## config.mk

```make
export PLATFORM = sky130hd
export DESIGN_NAME = fetch_stage_flat
export DESIGN_NICKNAME = d
export VERILOG_FILES = /design/src/rtl/fetch_stage_if.sv /design/src/rtl/fetch_stage.sv /design/src/flat_wrapper.sv
export SDC_FILE = /design/constraint.sdc
export NUM_CORES = 1
export LEC_CHECK = 0
export BUFFER_PORTS_ARGS = -buffer_cell sky130_fd_sc_hd__buf_2
export CORE_MARGIN = 3
export CORE_UTILIZATION = 45
export CTS_BUF_LIST = sky130_fd_sc_hd__clkbuf_4 sky130_fd_sc_hd__clkbuf_8
export DETAILED_ROUTE_END_ITERATION = 8
export GPL_TIMING_DRIVEN = 0
export MAX_ROUTING_LAYER = met4
export PLACE_DENSITY = 0.75
export SYNTH_ARGS = -nofsm -noshare
export SYNTH_HDL_FRONTEND = slang
export SYNTH_SLANG_ARGS = --single-unit
```

## constraint.sdc

```tcl
create_clock -name clk -period 3.6 [get_ports clk]
set_input_delay 0.18 -clock clk [delete_from_list [all_inputs] [get_ports clk]]
set_output_delay 0.18 -clock clk [all_outputs]
set_load 0.02 [all_outputs]
```

## src/rtl/fetch_stage_if.sv

```systemverilog
// rtl/fetch_stage_if.sv - fetch stage bus: hazard/redirect inputs, instruction BSRAM port, IF/ID outputs
//   stall, redirect, redirect_pc : control from hazard unit and EX
//   imem_addr, imem_rdata        : synchronous-read instruction BSRAM
//   id_opcode, id_pc, id_valid   : IF/ID pipeline register contents
//   fetch_count                  : delivered-instruction counter
interface fetch_stage_if;
    logic        stall;
    logic        redirect;
    logic [31:0] redirect_pc;
    logic [31:0] imem_addr;
    logic [31:0] imem_rdata;
    logic [31:0] id_opcode;
    logic [31:0] id_pc;
    logic        id_valid;
    logic [31:0] fetch_count;

    modport master (
        input  stall, redirect, redirect_pc, imem_rdata,
        output imem_addr, id_opcode, id_pc, id_valid, fetch_count
    );

    modport slave (
        output stall, redirect, redirect_pc, imem_rdata,
        input  imem_addr, id_opcode, id_pc, id_valid, fetch_count
    );
endinterface

```

## src/rtl/fetch_stage.sv

```systemverilog
// rtl/fetch_stage.sv - RV32I instruction fetch stage with IF/ID pipeline register
//   clk : core clock, all state on rising edge
//   rst : asynchronous active-high reset
//   fe  : fetch_stage_if.master (control in, BSRAM port, IF/ID outputs)
module fetch_stage #(
    parameter logic [31:0] RESET_PC = 32'h0000_0000,
    parameter logic [31:0] NOP_INSN = 32'h0000_0013
) (
    input  logic               clk,
    input  logic               rst,
    fetch_stage_if.master      fe
);

    typedef enum logic {BOOT = 1'b0, RUN = 1'b1} state_t;

    state_t      r_state;
    state_t      w_state_nxt;
    logic [31:0] r_pc_f;
    logic        r_f_valid;
    logic [31:0] r_id_opcode;
    logic [31:0] r_id_pc;
    logic        r_id_valid;
    logic [31:0] r_fetch_count;
    logic [31:0] w_imem_addr;
    logic [31:0] w_redirect_aligned;
    logic [31:0] w_pc_plus4;

    assign w_redirect_aligned = fe.redirect_pc & ~32'h0000_0003;
    assign w_pc_plus4         = r_pc_f + 32'd4;

    always_ff @(posedge clk or posedge rst) begin
        if (rst) begin
            r_state <= BOOT;
        end else begin
            r_state <= w_state_nxt;
        end
    end

    // Address priority mirrors the register update priority so that the
    // word arriving next cycle always belongs to the PC held in r_pc_f.
    always_comb begin
        w_state_nxt = r_state;
        w_imem_addr = w_pc_plus4;
        case (r_state)
            BOOT: begin
                w_state_nxt = RUN;
                w_imem_addr = RESET_PC;
            end
            RUN: begin
                if (fe.redirect) begin
                    w_imem_addr = w_redirect_aligned;
                end else if (fe.stall) begin
                    // Re-read the same word so imem_rdata stays valid while held.
                    w_imem_addr = r_pc_f;
                end
            end
            default: begin
                w_state_nxt = BOOT;
                w_imem_addr = RESET_PC;
            end
        endcase
    end

    always_ff @(posedge clk or posedge rst) begin
        if (rst) begin
            r_pc_f        <= RESET_PC;
            r_f_valid     <= 1'b0;
            r_id_opcode   <= NOP_INSN;
            r_id_pc       <= 32'd0;
            r_id_valid    <= 1'b0;
            r_fetch_count <= 32'd0;
        end else if (r_state == BOOT) begin
            r_pc_f    <= RESET_PC;
            r_f_valid <= 1'b1;
        end else if (fe.redirect) begin
            // The wrong-path word now in IF is dropped; ID gets a bubble.
            r_pc_f      <= w_redirect_aligned;
            r_f_valid   <= 1'b1;
            r_id_opcode <= NOP_INSN;
            r_id_pc     <= 32'd0;
            r_id_valid  <= 1'b0;
        end else if (!fe.stall) begin
            r_pc_f      <= w_pc_plus4;
            r_id_opcode <= r_f_valid ? fe.imem_rdata : NOP_INSN;
            r_id_pc     <= r_pc_f;
            r_id_valid  <= r_f_valid;
            if (r_f_valid) begin
                r_fetch_count <= r_fetch_count + 32'd1;
            end
        end
    end

    assign fe.imem_addr   = w_imem_addr;
    assign fe.id_opcode   = r_id_opcode;
    assign fe.id_pc       = r_id_pc;
    assign fe.id_valid    = r_id_valid;
    assign fe.fetch_count = r_fetch_count;

endmodule

```

## src/flat_wrapper.sv

```systemverilog
// flat-port wrapper written by rule: the top's interface ports become plain ports
module fetch_stage_flat 
#(
    parameter logic [31:0] RESET_PC = 32'h0000_0000,
    parameter logic [31:0] NOP_INSN = 32'h0000_0013
)
  (clk, rst, fe_stall, fe_redirect, fe_redirect_pc, fe_imem_rdata, fe_imem_addr, fe_id_opcode, fe_id_pc, fe_id_valid, fe_fetch_count);
  fetch_stage_if fe_i ();
  input  logic clk;
  input  logic rst;
  input wire logic [$bits(fe_i.stall)-1:0] fe_stall;
  input wire logic [$bits(fe_i.redirect)-1:0] fe_redirect;
  input wire logic [$bits(fe_i.redirect_pc)-1:0] fe_redirect_pc;
  input wire logic [$bits(fe_i.imem_rdata)-1:0] fe_imem_rdata;
  output wire logic [$bits(fe_i.imem_addr)-1:0] fe_imem_addr;
  output wire logic [$bits(fe_i.id_opcode)-1:0] fe_id_opcode;
  output wire logic [$bits(fe_i.id_pc)-1:0] fe_id_pc;
  output wire logic [$bits(fe_i.id_valid)-1:0] fe_id_valid;
  output wire logic [$bits(fe_i.fetch_count)-1:0] fe_fetch_count;
  assign fe_i.stall = fe_stall;
  assign fe_i.redirect = fe_redirect;
  assign fe_i.redirect_pc = fe_redirect_pc;
  assign fe_i.imem_rdata = fe_imem_rdata;
  assign fe_imem_addr = fe_i.imem_addr;
  assign fe_id_opcode = fe_i.id_opcode;
  assign fe_id_pc = fe_i.id_pc;
  assign fe_id_valid = fe_i.id_valid;
  assign fe_fetch_count = fe_i.fetch_count;
  fetch_stage #(.RESET_PC(RESET_PC), .NOP_INSN(NOP_INSN)) u_core (.clk(clk), .rst(rst), .fe(fe_i));
endmodule
```

==> Implementation_results.wiki, run 1 <==
{| class="wikitable"
! Metric !! Value
|-
| Fillers || 1,055
|-
| Setup TNS Final || 0 ns
|-
| Most instantiated cells after synthesis || sky130_fd_sc_hd__dfrtp_1, sky130_fd_sc_hd__nand2_1, sky130_fd_sc_hd__o21ai_0
|-
| Number of distinct library cells after synthesis || 49
|-
| Simple-gate portion of the synthesized area || 20.49%
|-
| Setup WS pre-CTS || 0.6770 ns
|-
| Run status || finished clean
|-
| Cell types with the largest area share after synthesis || sky130_fd_sc_hd__dfrtp_1, sky130_fd_sc_hd__xnor2_1, sky130_fd_sc_hd__nand2_1
|-
| Site row count || 41
|-
| Multiplexer fraction of the synthesized cell area || 0.1683%
|-
| Worst slew pin tran || 1.448 ns
|-
| Total number of vias || 5,553
|-
| Final Hold Vio Count || 0
|-
| Register clock-pin slew on the reported worst setup and hold paths || 0.08 ns
|-
| Synthesized area per cell || 10.36 um2
|-
| Number of clock sinks || 131
|-
| Floorplan die height || 121.0 um
|-
| Number of nets at the end of the flow || 892
|-
| Core Box Area || 12,770 um2
|-
| Vias in the first global route || 5,557
|-
| Combined area of the multi-input logic cells || 2489 um2
|-
| Post-CTS setup-driven buffer insertion count || 0
|-
| Signal arrival time at the worst endpoint || 3.28 ns
|-
| Startpoint Class || flop
|-
| Instance area after placement || 7193 um2
|-
| Final setup violation count || 0
|-
| Top cell type by total area after synthesis || sky130_fd_sc_hd__dfrtp_1
|-
| Slew margin rel. || 2.563%
|-
| Final worst slack || 0.1360 ns
|-
| Critical-path maximum fanout || 7
|-
| All-Layer GR Usage || 24.85%
|-
| Most instantiated library cell after synthesis || sky130_fd_sc_hd__dfrtp_1
|-
| Crit path max-delay cell type || sky130_fd_sc_hd__nor4_1
|-
| Port-buffer cells || 193
|-
| Adder-cell area share of the yosys netlist || 0.4207%
|-
| Number of buffers created by CTS || 17
|-
| Worst ir drop on vdd || 0.2489 mV
|-
| Final cell area excluding filler cells || 8004 um2
|-
| Final estimated routing congestion in global placement || 0.8781
|-
| Worst setup path category || reg -> out
|-
| Starting DRT DRC Count || 296
|-
| Final Cycle Share || 96.22%
|-
| Total Wirelength || 17,640 um
|-
| CP cell instances || ha_1 > nand3b_4 > nor4_1 > a311oi_1 > nor3_1 > buf_2
|-
| H-tree Lvls || 4
|-
| Seq cells post-synth || 131
|-
| Netlist Area Pre-Place || 5948 um2
|-
| Area taken by flip-flops and latches || 3282 um2
|-
| Number of top-level pins || 197
|-
| Remaining routing DRC violations || 0
|-
| Setup repair after global routing missed its margin || no
|-
| Vias per cell || 5.509
|-
| Cells after Synth || 574
|-
| Worst Path Required || 3.42 ns
|-
| Peak clock frequency supported by timing || 288.7 MHz
|-
| Main combinational cell family by area after synthesis || simple AND/OR/NAND/NOR gates
|-
| Overall die width || 121.0 um
|-
| Worst hold path type || in -> reg
|-
| Final period demand of the worst path || 3.464 ns
|-
| TritonCTS clock tree || yes
|-
| Root Driver || sky130_fd_sc_hd__clkbuf_8
|-
| EDFF count, synth || 0
|-
| Pin count of the biggest net entering global routing || 45
|-
| Total Die Area || 14,630 um2
|-
| Total half-perimeter wirelength after legalization and detailed placement || 12,400 um
|-
| Setup crit end kind || output port
|-
| Dominant synthesized flop cell || sky130_fd_sc_hd__dfrtp_1
|-
| Antenna viol nets, final || 0
|-
| Area growth syn-to-layout || 34.56%
|-
| Skew final || 0.008605 ns
|-
| Length of the first detailed-routing pass in iterations || 5
|-
| Xor-xnor portion of the synthesized cell area || 6.332%
|-
| Maximum buffer depth of the clock tree || 2
|-
| Maximum capacitance violations || 0
|-
| Power per cell area || 467.2 nW/um2
|-
| Area share of the leading cell type in the synthesized netlist || 53.85%
|-
| Final global-route overflow total || 0
|-
| Warnings from Yosys || 0
|-
| Wire length of the first global-routing pass || 28,050 um
|-
| Share of final-layout standard cells stronger than drive strength 1 || 29.10%
|-
| Insertion delay to the later sink of the worst-skew pair || 0.45 ns
|-
| Initial antenna violation count || 0
|-
| Nets in the synthesized netlist || 644
|-
| Share of synthesized flip-flops with an asynchronous set or reset || 100.0%
|-
| Power after layout || 3.739 mW
|-
| Share of the yosys chip area belonging to registers || 55.17%
|-
| Leakage component of the power || 3.974 nW
|-
| Compound-Gate Fraction of Synth Area || 14.37%
|-
| Count of final max-slew check failures || 0
|-
| Starting Density || 46.57%
|-
| Average detailed-routed wire length per instance || 17.50 um
|-
| Biggest cell delay along the critical path || 1.20 ns
|}
[final cells by class]
type                    instances  area share, %
flip-flops and latches        131          41.00
multi-input cells             397          31.09
repair buffers                229          16.95
clock buffers                  23          3.799
well taps                     172          2.689
clock inverters                 9          2.173
plain buffers                  39          1.892
inverters                       7         0.3752
diodes                          1        0.03126
[power by group]
part / internal (mW) / leakage (nW) / switching (mW)
clock network: 0.912 / 0.247 / 0.568
registers: 1.57 / 1.74 / 0.101
logic: 0.217 / 1.99 / 0.368
[critical path: cells and delay by family (launching register included)]
| kind | cells | cell delay [ns] |
|---|---|---|
| buffers and inverters | 1 | 0.23 |
| adder cells (fa/ha/maj) | 1 | 0.27 |
| AO/OA/AOI/OAI | 1 | 0.23 |
| flip-flops | 1 | 0.45 |
| AND/OR/NAND/NOR | 3 | 1.67 |
[path summary, 6_finish.rpt]
kind	cells past startpoint	endpoint	slack, ns	start
setup / recovery	6	fe_imem_addr[28]	0.14	u_core.r_pc_f[2]
hold / removal	2	u_core.r_pc_f[5]	0.03	fe_redirect_pc[5]
setup reg to reg	5	u_core.r_pc_f[28]	0.88	u_core.r_pc_f[2]
hold reg to reg	1	u_core.fe.fetch_count[31]	0.47	u_core.fe.fetch_count[31]
max in group asynchronous	5	u_core.fe.fetch_count[6]	2.52	rst
min in group asynchronous	3	u_core.fe.id_pc[9]	0.29	rst
[routing by layer]
| layer | track usage (%) | routed length (um) | vias up |
|---|---|---|---|
| li1 | - | - | 2559 |
| met1 | 30.48 | 7340 | 2691 |
| met2 | 40.22 | 8663 | 258 |
| met4 | 10.48 | 462 | 0 |
| met5 | - | 0 | - |
| met3 | 5.128 | 1176 | 45 |
[per-stage QoR]
step	utilization, %	cells	hold slack (ns)
6_report	62.66	1008	0.02702
2_1_floorplan	-	574	0.3114
4_1_cts	62.64	1007	0.001870
5_1_grt	62.64	1007	0.01167
3_5_place_dp	56.31	942	0.2179
3_3_place_gp	55.84	939	0.4053
[registers in the layout (all words and copies together), names as in the netlist]
name	count
u_core.fe.fetch_count	32
u_core.fe.id_opcode	32
u_core.fe.id_pc	32
u_core.fe.id_valid	1
u_core.r_f_valid	1
u_core.r_pc_f	32
u_core.r_state	1
[cells in the final DEF, fill, tap and decap left out, types with 10 or more instances in the layout]
cell,count
sky130_fd_sc_hd__buf_2,195
sky130_fd_sc_hd__and3_1,11
sky130_fd_sc_hd__and4_1,14
sky130_fd_sc_hd__dfrtp_1,128
sky130_fd_sc_hd__clkbuf_8,21
sky130_fd_sc_hd__clkbuf_1,25
sky130_fd_sc_hd__dlygate4sd3_1,33
sky130_fd_sc_hd__xnor2_1,37
sky130_fd_sc_hd__nor3_1,14
sky130_fd_sc_hd__and2_1,12
sky130_fd_sc_hd__nand3_1,16
sky130_fd_sc_hd__nand2_1,86
sky130_fd_sc_hd__o21ai_0,58
sky130_fd_sc_hd__buf_1,10
sky130_fd_sc_hd__nand4_1,23
sky130_fd_sc_hd__a22o_1,32
[kinds of logic (layout without fill, tap and decap cells)]
logic type | after synthesis | count (layout)
simple gates | 222 | 222
flops | 131 | 131
compound gates | 128 | 128
buf+inv | 46 | 307
xor+xnor | 43 | 43
fa+ha+maj | 2 | 2
other cells | 1 | 2
mux | 1 | 1
[what timing repair did]
item                                    in CTS  in global routing
gates resized for setup                      0                  0
hold endpoints to repair                    48                  0
endpoints found under the setup margin       0                  0
hold buffers                                33                  0
Note: power is estimated with default switching activity, not from simulation.
==> run 2, diff against run 1 <==
ABC_AREA = 1   (was default)
PLACE_DENSITY = 0.76   (was 0.75)
==> Implementation_results.wiki, run 2 <==
{| class="wikitable"
! Metric !! Value
|-
| Synthesized area per cell || 7.650 um2 (was 10.36 um2)
|-
| Register clock-pin slew on the reported worst setup and hold paths || 0.07 ns (was 0.08 ns)
|-
| Min-Delay Path Depth || 3 (was 2)
|-
| Number of buffers created by CTS || 17 (unchanged)
|-
| Vias in the first global route || 6,492 (was 5,557)
|-
| Fillers || 1,333 (was 1,055)
|-
| Antenna cell count || 0 (was 1)
|-
| Slew margin rel. || 54.66% (was 2.563%)
|-
| Run status || finished clean (unchanged)
|-
| Setup TNS Final || 0 ns (unchanged)
|-
| Setup repair after global routing missed its margin || no (unchanged)
|-
| Leakage component of the power || 4.584 nW (was 3.974 nW)
|-
| Power after layout || 3.802 mW (was 3.739 mW)
|-
| Total Wirelength || 20,150 um (was 17,640 um)
|-
| Final Cycle Share || 73.01% (was 96.22%)
|-
| Worst slew pin tran || 0.6801 ns (was 1.448 ns)
|-
| Number of clock sinks || 131 (unchanged)
|-
| Total half-perimeter wirelength after legalization and detailed placement || 15,110 um (was 12,400 um)
|-
| Top cell type by total area after synthesis || sky130_fd_sc_hd__dfrtp_1 (unchanged)
|-
| Warnings from Yosys || 0 (unchanged)
|-
| Cells after Synth || 885 (was 574)
|-
| Most instantiated cells after synthesis || sky130_fd_sc_hd__nand2_1, sky130_fd_sc_hd__dfrtp_1, sky130_fd_sc_hd__inv_1 (was sky130_fd_sc_hd__dfrtp_1, sky130_fd_sc_hd__nand2_1, sky130_fd_sc_hd__o21ai_0)
|-
| Seq cells post-synth || 131 (unchanged)
|-
| Dominant synthesized flop cell || sky130_fd_sc_hd__dfrtp_1 (unchanged)
|-
| TritonCTS clock tree || yes (unchanged)
|-
| Area growth syn-to-layout || 27.74% (was 34.56%)
|-
| Pin count of the biggest net entering global routing || 40 (was 45)
|-
| Insertion delay to the later sink of the worst-skew pair || 0.44 ns (was 0.45 ns)
|-
| Final period demand of the worst path || 2.629 ns (was 3.464 ns)
|-
| Site row count || 44 (was 41)
|-
| Overall die width || 128.7 um (was 121.0 um)
|-
| Final estimated routing congestion in global placement || 0.9099 (was 0.8781)
|-
| Area taken by flip-flops and latches || 3282 um2 (unchanged)
|-
| Count of final max-slew check failures || 0 (unchanged)
|-
| Total number of vias || 6,696 (was 5,553)
|-
| Final setup violation count || 0 (unchanged)
|-
| Top library cells by usage in the layout, fill and taps aside || sky130_fd_sc_hd__nand2_1, sky130_fd_sc_hd__buf_2, sky130_fd_sc_hd__dfrtp_1 (was sky130_fd_sc_hd__buf_2, sky130_fd_sc_hd__dfrtp_1, sky130_fd_sc_hd__nand2_1)
|-
| Core Box Area || 14,640 um2 (was 12,770 um2)
|-
| Area share of the leading cell type in the synthesized netlist || 47.31% (was 53.85%)
|-
| Worst hold path type || in -> reg (unchanged)
|-
| Netlist Area Pre-Place || 6770 um2 (was 5948 um2)
|-
| EDFF count, synth || 0 (unchanged)
|-
| Most instantiated library cell after synthesis || sky130_fd_sc_hd__nand2_1 (was sky130_fd_sc_hd__dfrtp_1)
|-
| Share of synthesized flip-flops with an asynchronous set or reset || 100.0% (unchanged)
|-
| Starting Density || 46.23% (was 46.57%)
|-
| Root Driver || sky130_fd_sc_hd__clkbuf_8 (unchanged)
|-
| Length of the first detailed-routing pass in iterations || 5 (unchanged)
|-
| Wire length of the first global-routing pass || 32,620 um (was 28,050 um)
|-
| Share of the yosys chip area belonging to registers || 48.48% (was 55.17%)
|-
| Hold EP || u_core.fe.id_opcode[29] (was u_core.r_pc_f[5])
|-
| Setup slack of the worst register-to-register path || 1.65 ns (was 0.88 ns)
|-
| Peak clock frequency supported by timing || 380.4 MHz (was 288.7 MHz)
|-
| Startpoint of the most critical hold path || fe_imem_rdata[29] (was fe_redirect_pc[5])
|-
| All-Layer GR Usage || 25.58% (was 24.85%)
|-
| Initial antenna violation count || 0 (unchanged)
|-
| Launching point of the worst reg2reg path || u_core.r_pc_f[2] (unchanged)
|-
| Worst ir drop on vdd || 0.2315 mV (was 0.2489 mV)
|-
| Crit path launch || u_core.r_pc_f[2] (unchanged)
|-
| Endpoint of the most critical register-to-register path || u_core.r_pc_f[24] (was u_core.r_pc_f[28])
|-
| Starting DRT DRC Count || 512 (was 296)
|-
| Signal arrival time at the worst endpoint || 2.45 ns (was 3.28 ns)
|-
| Average detailed-routed wire length per instance || 15.36 um (was 17.50 um)
|-
| Resized cells post-CTS || 0 (unchanged)
|-
| Critical-path maximum fanout || 8 (was 7)
|-
| Final global-route overflow total || 0 (unchanged)
|-
| Maximum capacitance violations || 0 (unchanged)
|-
| Most common cell after layout, fill and taps aside || sky130_fd_sc_hd__nand2_1 (was sky130_fd_sc_hd__buf_2)
|-
| Power per cell area || 439.6 nW/um2 (was 467.2 nW/um2)
|-
| Maximum buffer depth of the clock tree || 2 (unchanged)
|-
| Vias per cell || 5.104 (was 5.509)
|-
| Cell types with the largest area share after synthesis || sky130_fd_sc_hd__dfrtp_1, sky130_fd_sc_hd__nand2_1, sky130_fd_sc_hd__nand3_1 (was sky130_fd_sc_hd__dfrtp_1, sky130_fd_sc_hd__xnor2_1, sky130_fd_sc_hd__nand2_1)
|-
| Share of final-layout standard cells stronger than drive strength 1 || 24.56% (was 29.10%)
|-
| Worst Path Required || 3.42 ns (about the same)
|-
| Number of nets at the end of the flow || 1,186 (was 892)
|-
| Combined area of the multi-input logic cells || 2934 um2 (was 2489 um2)
|-
| Number of distinct library cells after synthesis || 40 (was 49)
|-
| Port-buffer cells || 193 (unchanged)
|-
| Total Die Area || 16,550 um2 (was 14,630 um2)
|-
| Nets in the synthesized netlist || 955 (was 644)
|-
| Worst setup path category || reg -> out (unchanged)
|-
| Antenna viol nets, final || 0 (unchanged)
|-
| Remaining routing DRC violations || 0 (unchanged)
|-
| Floorplan die height || 128.7 um (was 121.0 um)
|-
| Final Hold Vio Count || 0 (unchanged)
|-
| H-tree Lvls || 4 (unchanged)
|-
| Number of top-level pins || 197 (unchanged)
|-
| Setup crit end kind || output port (unchanged)
|-
| Worst Reg-to-Reg Cells || 10 (was 5)
|-
| Skew final || 0.01242 ns (was 0.008605 ns)
|-
| Startpoint Class || flop (unchanged)
|}
-- run 2: changes by cell type after synthesis, moves of 13 or more --
cell	delta
sky130_fd_sc_hd__and4_1	-14
sky130_fd_sc_hd__nand3_1	+65
sky130_fd_sc_hd__xnor2_1	-33
sky130_fd_sc_hd__nand4_1	-13
sky130_fd_sc_hd__a22o_1	-29
sky130_fd_sc_hd__o21ai_0	+18
sky130_fd_sc_hd__inv_1	+93
sky130_fd_sc_hd__nor2_1	+68
sky130_fd_sc_hd__nand2_1	+197
-- run 2: how the worst max path moves through the flow --
stage / end / cells after the start
after floorplan: u_core.fe.fetch_count[0] / 1
after global placement: u_core.fe.id_pc[13] / 2
after detailed placement: fe_imem_addr[24] / 10
after CTS: fe_imem_addr[24] / 10
after global routing: fe_imem_addr[24] / 11
final: fe_imem_addr[24] / 10
-- run 2: what timing repair did --
action / CTS / global route
hold endpoints to repair: 38 / 0
hold buffers: 16 / 0
setup buffers: 0 / 0
-- run 2: area by class of cell --
cell class,count,share of cell area [%]
Buffer,30,1.751
Clock buffer,23,3.588
Clock inverter,8,1.707
Inverter,105,4.702
Multi-Input combinational cell,619,33.93
Sequential cell,131,37.95
Tap cell,184,2.662
Timing Repair Buffer,212,13.72
-- run 2: metal layers --
metal / vias up / part of all wire, % / track usage (%)
li1: 3284 / - / -
met1: 3104 / 45 / 34.10
met2: 283 / 46 / 39.48
met3: 25 / 6.8 / 5.396
met4: 0 / 1.5 / 7.659
met5: - / 0 / -
-- run 2: logic make-up (layout without fill, tap and decap cells) --
logic type / Yosys count / count (layout) / share of synthesized area [%]
AND/OR/NAND/NOR: 495 / 495 / 32.16
buffers and inverters: 135 / 378 / 8.187
flip-flops: 131 / 131 / 48.48
AO/OA/AOI/OAI: 103 / 103 / 8.427
XOR/XNOR: 18 / 18 / 2.329
adder cells (fa/ha/maj): 2 / 2 / 0.3696
other: 1 / 1 / 0.05539
-- run 2: report_power, final --
part           total [mW]  switching, mW  internal (mW)
Combinational       0.675          0.450          0.226
Clock                1.43          0.580          0.851
Sequential           1.70          0.109           1.59
-- run 2: per-stage QoR --
| step | utilization (%) | area (um2) | hold WS (ns) | std cells | setup slack [ns] |
|---|---|---|---|---|---|
| finish | 59.06 | 8648 | 0.02611 | 1312 | 0.9715 |
| floorplan | - | 6774 | 0.3125 | 885 | 1.799 |
| detailed placement | 54.84 | 8030 | 0.2971 | 1265 | 1.501 |
| global placement | 54.43 | 7970 | 0.3994 | 1262 | 0.9436 |
| global route | 59.06 | 8648 | 0.01272 | 1312 | 0.8088 |
| CTS | 59.06 | 8648 | 0.001461 | 1312 | 0.9771 |
-- run 2: worst max-delay path, cell delays in order (launching register included) --
cell                      delay [ns]
sky130_fd_sc_hd__dfrtp_1        0.47
sky130_fd_sc_hd__ha_1           0.24
sky130_fd_sc_hd__nand2_1        0.08
sky130_fd_sc_hd__nor2_1         0.16
sky130_fd_sc_hd__nand2_1        0.23
sky130_fd_sc_hd__nor2_2         0.28
sky130_fd_sc_hd__nand3_1        0.10
sky130_fd_sc_hd__nand3_1        0.10
sky130_fd_sc_hd__nand2_1        0.06
sky130_fd_sc_hd__inv_1          0.11
sky130_fd_sc_hd__buf_2          0.18
